===== src/rtl/divider_seq_pkg.sv =====
// divider_seq_pkg: divider widths, iteration count, FSM states and magnitude helper
package divider_seq_pkg;
  localparam int WORD = 32;
  localparam int DIV_ITER = 32;
  typedef enum logic [1:0] {DIV_IDLE, DIV_CALC, DIV_FIX} div_state_t;
  function automatic logic [WORD-1:0] mag(input logic [WORD-1:0] x);
    return x[WORD-1] ? -x : x;
  endfunction
endpackage


===== src/rtl/divider_seq_if.sv =====
// divider_seq_if: DivInit/A_in/B_in requests in, Div_High_Out/Div_Low_Out/DivStop/Zero_Div results out
interface divider_seq_if;
  import divider_seq_pkg::*;
  logic DivInit;
  logic [WORD-1:0] A_in;
  logic [WORD-1:0] B_in;
  logic [WORD-1:0] Div_High_Out;
  logic [WORD-1:0] Div_Low_Out;
  logic DivStop;
  logic Zero_Div;
  modport master (output DivInit, A_in, B_in, input Div_High_Out, Div_Low_Out, DivStop, Zero_Div);
  modport slave (input DivInit, A_in, B_in, output Div_High_Out, Div_Low_Out, DivStop, Zero_Div);
endinterface


===== src/rtl/divider_seq_div_step.sv =====
// divider_seq_div_step: one restoring iteration, {r,q} + divisor d in, next {r_nx,q_nx} out
module divider_seq_div_step
  import divider_seq_pkg::*;
(
  input  logic [WORD:0]   r,
  input  logic [WORD-1:0] q,
  input  logic [WORD-1:0] d,
  output logic [WORD:0]   r_nx,
  output logic [WORD-1:0] q_nx
);
  logic [2*WORD:0] sh;
  logic [WORD:0] trial;
  always_comb begin
    sh = {r, q} << 1;
    trial = sh[2*WORD:WORD] - {1'b0, d};
    r_nx = trial[WORD] ? sh[2*WORD:WORD] : trial;
    q_nx = sh[WORD-1:0] | {{(WORD-1){1'b0}}, ~trial[WORD]};
  end
endmodule


===== src/rtl/divider_seq.sv =====
// divider_seq: signed 32-bit sequential divider, clk/reset plus bus (start, operands, HI/LO results, done and divide-by-zero pulses)
module divider_seq
  import divider_seq_pkg::*;
(
  input logic clk,
  input logic reset,
  divider_seq_if.slave bus
);
  div_state_t state, state_nx;
  logic [4:0] cnt;
  logic [WORD:0] r, r_nx;
  logic [WORD-1:0] q, q_nx, d, hi, lo;
  logic sq, sr, stop, zdiv, start, last;
  divider_seq_div_step u_step (.r(r), .q(q), .d(d), .r_nx(r_nx), .q_nx(q_nx));
  always_comb begin
    start = state == DIV_IDLE && bus.DivInit && |bus.B_in;
    last = state == DIV_CALC && cnt == 5'(DIV_ITER - 1);
    state_nx = start ? DIV_CALC : last ? DIV_FIX : state == DIV_FIX ? DIV_IDLE : state;
  end
  always_ff @(posedge clk or posedge reset)
    if (reset) begin
      state <= DIV_IDLE;
      cnt <= '0;
      r <= '0;
      q <= '0;
      d <= '0;
      sq <= 1'b0;
      sr <= 1'b0;
      hi <= '0;
      lo <= '0;
      stop <= 1'b0;
      zdiv <= 1'b0;
    end else begin
      state <= state_nx;
      stop <= state == DIV_FIX;
      zdiv <= state == DIV_IDLE && bus.DivInit && ~|bus.B_in;
      if (start) begin
        r <= '0;
        q <= mag(bus.A_in);
        d <= mag(bus.B_in);
        sq <= bus.A_in[WORD-1] ^ bus.B_in[WORD-1];
        sr <= bus.A_in[WORD-1];
        cnt <= '0;
      end else if (state == DIV_CALC) begin
        r <= r_nx;
        q <= q_nx;
        cnt <= cnt + 5'd1;
      end
      if (state == DIV_FIX) begin
        lo <= sq ? -q : q;
        hi <= sr ? -r[WORD-1:0] : r[WORD-1:0];
      end
    end
  assign bus.Div_High_Out = hi;
  assign bus.Div_Low_Out = lo;
  assign bus.DivStop = stop;
  assign bus.Zero_Div = zdiv;
endmodule


===== src/flat_wrapper.sv =====
// flat-port wrapper written by rule: the top's interface ports become plain ports
module divider_seq_flat import divider_seq_pkg::*;
  (clk, reset, bus_DivInit, bus_A_in, bus_B_in, bus_Div_High_Out, bus_Div_Low_Out, bus_DivStop, bus_Zero_Div);
  divider_seq_if bus_i ();
  input logic clk;
  input logic reset;
  input wire logic [$bits(bus_i.DivInit)-1:0] bus_DivInit;
  input wire logic [$bits(bus_i.A_in)-1:0] bus_A_in;
  input wire logic [$bits(bus_i.B_in)-1:0] bus_B_in;
  output wire logic [$bits(bus_i.Div_High_Out)-1:0] bus_Div_High_Out;
  output wire logic [$bits(bus_i.Div_Low_Out)-1:0] bus_Div_Low_Out;
  output wire logic [$bits(bus_i.DivStop)-1:0] bus_DivStop;
  output wire logic [$bits(bus_i.Zero_Div)-1:0] bus_Zero_Div;
  assign bus_i.DivInit = bus_DivInit;
  assign bus_i.A_in = bus_A_in;
  assign bus_i.B_in = bus_B_in;
  assign bus_Div_High_Out = bus_i.Div_High_Out;
  assign bus_Div_Low_Out = bus_i.Div_Low_Out;
  assign bus_DivStop = bus_i.DivStop;
  assign bus_Zero_Div = bus_i.Zero_Div;
  divider_seq u_core (.clk(clk), .reset(reset), .bus(bus_i));
endmodule

===== config.mk =====
export PLATFORM = sky130hd
export DESIGN_NAME = divider_seq_flat
export DESIGN_NICKNAME = d
export VERILOG_FILES = /design/src/rtl/divider_seq_pkg.sv /design/src/rtl/divider_seq_if.sv /design/src/rtl/divider_seq_div_step.sv /design/src/rtl/divider_seq.sv /design/src/flat_wrapper.sv
export SDC_FILE = /design/constraint.sdc
export NUM_CORES = 1
export LEC_CHECK = 0
export BUFFER_PORTS_ARGS = -buffer_cell sky130_fd_sc_hd__buf_2
export CORE_MARGIN = 4
export CORE_UTILIZATION = 54
export CTS_CLUSTER_SIZE = 24
export DETAILED_ROUTE_END_ITERATION = 7
export HOLD_SLACK_MARGIN = 0.12
export PLACE_DENSITY = 0.78
export SYNTH_ARGS = -nofsm -noshare
export SYNTH_HDL_FRONTEND = slang
export SYNTH_SLANG_ARGS = --single-unit

===== constraint.sdc =====
create_clock -name clk -period 5.7 [get_ports clk]
set_clock_uncertainty 0.15 [all_clocks]
set_input_delay 0.855 -clock clk [delete_from_list [all_inputs] [get_ports clk]]
set_output_delay 0.855 -clock clk [all_outputs]
set_load 0.02 [all_outputs]

==> run metrics <==
LEAKAGE about 0.0057 uW; ratio of cells with drive above 1 in the final layout 0.1431; Worst-path clk slew around 60 ps; EDFF count, synth 0; library cells used by synthesis 67; R2R cell count 12; die area approximately 22000 um^2; slowest CP cell o2111ai_4; Hold Crit Start u_core.bus.Div_Low_Out[9]; uppermost layer routed met5; CTS tree yes; Die Y ~150 um; Post-Syn Instances 1252; P_int roughly 4500 uW; CP delay by family, top compound AO/OA/AOI/OAI gates; PnR worst setup slack around 1600 ps; clk_lat worst skew 440 ps; clock group share of total power 0.136; Slowest Stage Delay on Critical Path between 400 and 500 ps; total number of vias between 9000 and 10000; first-pass iteration count of the detailed router 6; FF/Latch Area roughly 4300 um^2; Crit path arrival time 4210 ps; post-layout min period 4086 ps; Seq/Total Area, Yosys 0.3938; grt ovf 0; initial antenna violation count 1; dominant cell type by area after synthesis dfrtp_1; Tightest Hold Check Type flip-flop to flip-flop; Placement Rows between 50 and 60; vias in the first global route 8654; pin count of the biggest net entering global routing 130; core area about 20000 um^2; DRT antenna net count 0; DP Worst Slack between 1000 and 1500 ps; Synth-to-Final Area Change 13.26%; Post-synth top flop dfrtp_1; top-count cell post-synth nand2_1; most used cell, CP a21oi_1; Area contributors post-synth dfrtp_1 (39%), o21ai_0 (8.2%), nand2_1 (7.2%); Mapped Nets 1358; RSZ-0062 raised after global routing no; CP Cell Sequence inv_1, ha_1, fa_1, nand2b_1, a21oi_1, o311a_1, a21oi_1, o2111ai_1, o2111ai_4, and2_1, a22oi_1, o21ai_0; Root Buffer clkbuf_16; Synth Cell Area 10870 um^2; worst r2r dst u_core.r[21]; Gate power share 0.583; CP Data Required Time 5820 ps; PD cells approximately 680 nW/um^2; final wirelength 26.47 mm; Peak VDD IR around 270 uV; Avg WL per Cell about 16 um; setup TNS 0 ps; area of the multi-input gates between 6000 and 7000 um^2; Worst-Margin Slew ~1100 ps; starting density of the core 0.5529; final count of hold timing violations 0; fmax 244.7 MHz; Hold Path Depth 2; vias per std cell around 5.8; first-pass GRT wire length 43.29 mm; R2R Setup Slk between 1500 and 2000 ps; max cap viols 0; Yosys warnings 0; crit start category flip-flop; sw frac 0.4661; met3 wire len roughly 1.8 mm; max-slew violation count 0; number of port buffers approximately 130; worst reg2reg path startpoint u_core.q[31]; Worst Hold Path EP u_core.bus.Div_Low_Out[9]; # hold bufs at CTS 0; kind of critical path flip-flop to flip-flop; Post-CTS Setup Bufs 0; Final setup viols 0; clock sink total between 150 and 200; CTS buffer count 17; IO Count ~130; gr usage total 0.2380; met1 wire length approximately 12 mm; Post-synth ARST share 1.000; status completed; Final #Nets approximately 1500; HPWL after DPL a little under 20 mm; synthesized flop and latch total roughly 170; GP Congestion approximately 0.92; Synth Area per Inst 8.679 um^2; FILL cells approximately 1700; DR WL met2 12.22 mm; post-CTS sizing 0; register share of total power 0.281; post-route DRC violation count 0; Synth top cells by count nand2_1 (209), o21ai_0 (179), dfrtp_1 (171); worst path bufs/invs 1; H-tree depth 4; Psw ~4000 uW; CP Max Fanout 23; Ant. Diodes 0; Max-slew headroom 0.2722; Initial DRC Count roughly 730; Final Cycle Share 0.7169; Worst Setup End Kind flip-flop; maximum clock path buffer count 2; DIE WIDTH about 150 um; top cell type's share of synthesized area 0.3938
cell families (layout without fill, tap and decap cells):
kind of cell,count (synthesis),in the layout,share of synthesized area
and+or+nand+nor,372,372,0.1611
buffers and inverters,135,246,0.04744
muxes,31,31,0.02867
AOI/OAI and AO/OA,356,356,0.2041
xor gates and xnor gates,148,148,0.1193
DFF,171,171,0.3938
adders and majority gates,39,39,0.04560
flip-flops by register name, summed over array words and instances (netlist names):
name / count
u_core.bus.Div_Low_Out: 32
u_core.sr: 1
u_core.bus.Div_High_Out: 32
u_core.cnt: 5
u_core.q: 32
u_core.bus.DivStop: 1
u_core.d: 32
u_core.bus.Zero_Div: 1
u_core.r: 32
u_core.sq: 1
u_core.state: 2
metal layers:
metal / GRT usage / up-vias
li1: - / 4583
met1: 0.3323 / 4479
met2: 0.3798 / 312
met3: 0.03664 / 44
met4: 0.08143 / 2
met5: 0 / -
tightest hold or removal path, cell delays in order (launching register included):
cell     delay (ps)
dfrtp_1         330
nand2_1          50
o21ai_0          60
metrics by stage:
step                  util  area [um^2]  hold WS (ps)  total power (uW)  std cells
floorplan                -        10870         299.8              5944       1252
finish              0.6262        12310         321.8              8361       1628
CTS                 0.6262        12310         329.0              8340       1628
global route        0.6262        12310         341.2              9047       1628
global placement    0.5975        11740         306.2              7012       1596
detailed placement  0.5975        11740         314.8              7157       1596
worst max-delay path by stage:
stage	from	to	slack, ps	cells past startpoint
finish	u_core.q[31]	u_core.r[21]	1610	12
global route	u_core.q[31]	u_core.r[21]	1320	12
CTS	u_core.q[31]	u_core.r[21]	1640	12
detailed placement	bus_B_in[8]	u_core.q[8]	1280	10
global placement	bus_B_in[8]	u_core.q[10]	1430	10
floorplan	reset	u_core.bus.DivStop	60	1
power groups by stage:
stage | logic (uW) | registers (uW) | clock network, uW
3_5_place_dp | 4800 | 2350 | 0
4_1_cts | 4850 | 2340 | 1150
3_3_place_gp | 4680 | 2330 | 0
2_1_floorplan | 3580 | 2370 | 0
5_1_grt | 5420 | 2420 | 1200
6_report | 4870 | 2350 | 1140
layout by cell type, fill, tap and decap left out, drive strengths merged, types with 3 or more instances in the layout:
cell | synthesis | final
inv | 74 | 74
nor2 | 42 | 42
nand4 | 6 | 6
a222oi | 23 | 23
clkinv | 0 | 3
or2 | 9 | 9
a31oi | 6 | 6
and2 | 3 | 3
xor2 | 68 | 68
nand2b | 19 | 19
a21o | 11 | 11
mux2i | 30 | 30
clkbuf | 51 | 25
xnor2 | 80 | 80
a21oi | 42 | 42
o21ai | 190 | 190
nor2b | 7 | 7
o31ai | 34 | 34
nand3 | 16 | 16
o2111ai | 3 | 3
or3 | 18 | 18
dfrtp | 171 | 171
buf | 10 | 140
ha | 38 | 38
o41ai | 14 | 14
o21a | 6 | 6
a221o | 5 | 5
or4 | 17 | 17
nor3 | 8 | 8
nand2 | 209 | 209
nor4 | 7 | 7
o21bai | 3 | 3
layout make-up:
| cell class | instances | area share |
|---|---|---|
| repair buffers | 140 | 0.05957 |
| multi-input cells | 946 | 0.4969 |
| clock inverters | 7 | 0.007319 |
| well taps | 265 | 0.02694 |
| flip-flops and latches | 171 | 0.3477 |
| clock buffers | 25 | 0.03863 |
| inverters | 74 | 0.02297 |
(Power assumes the default switching activity.)
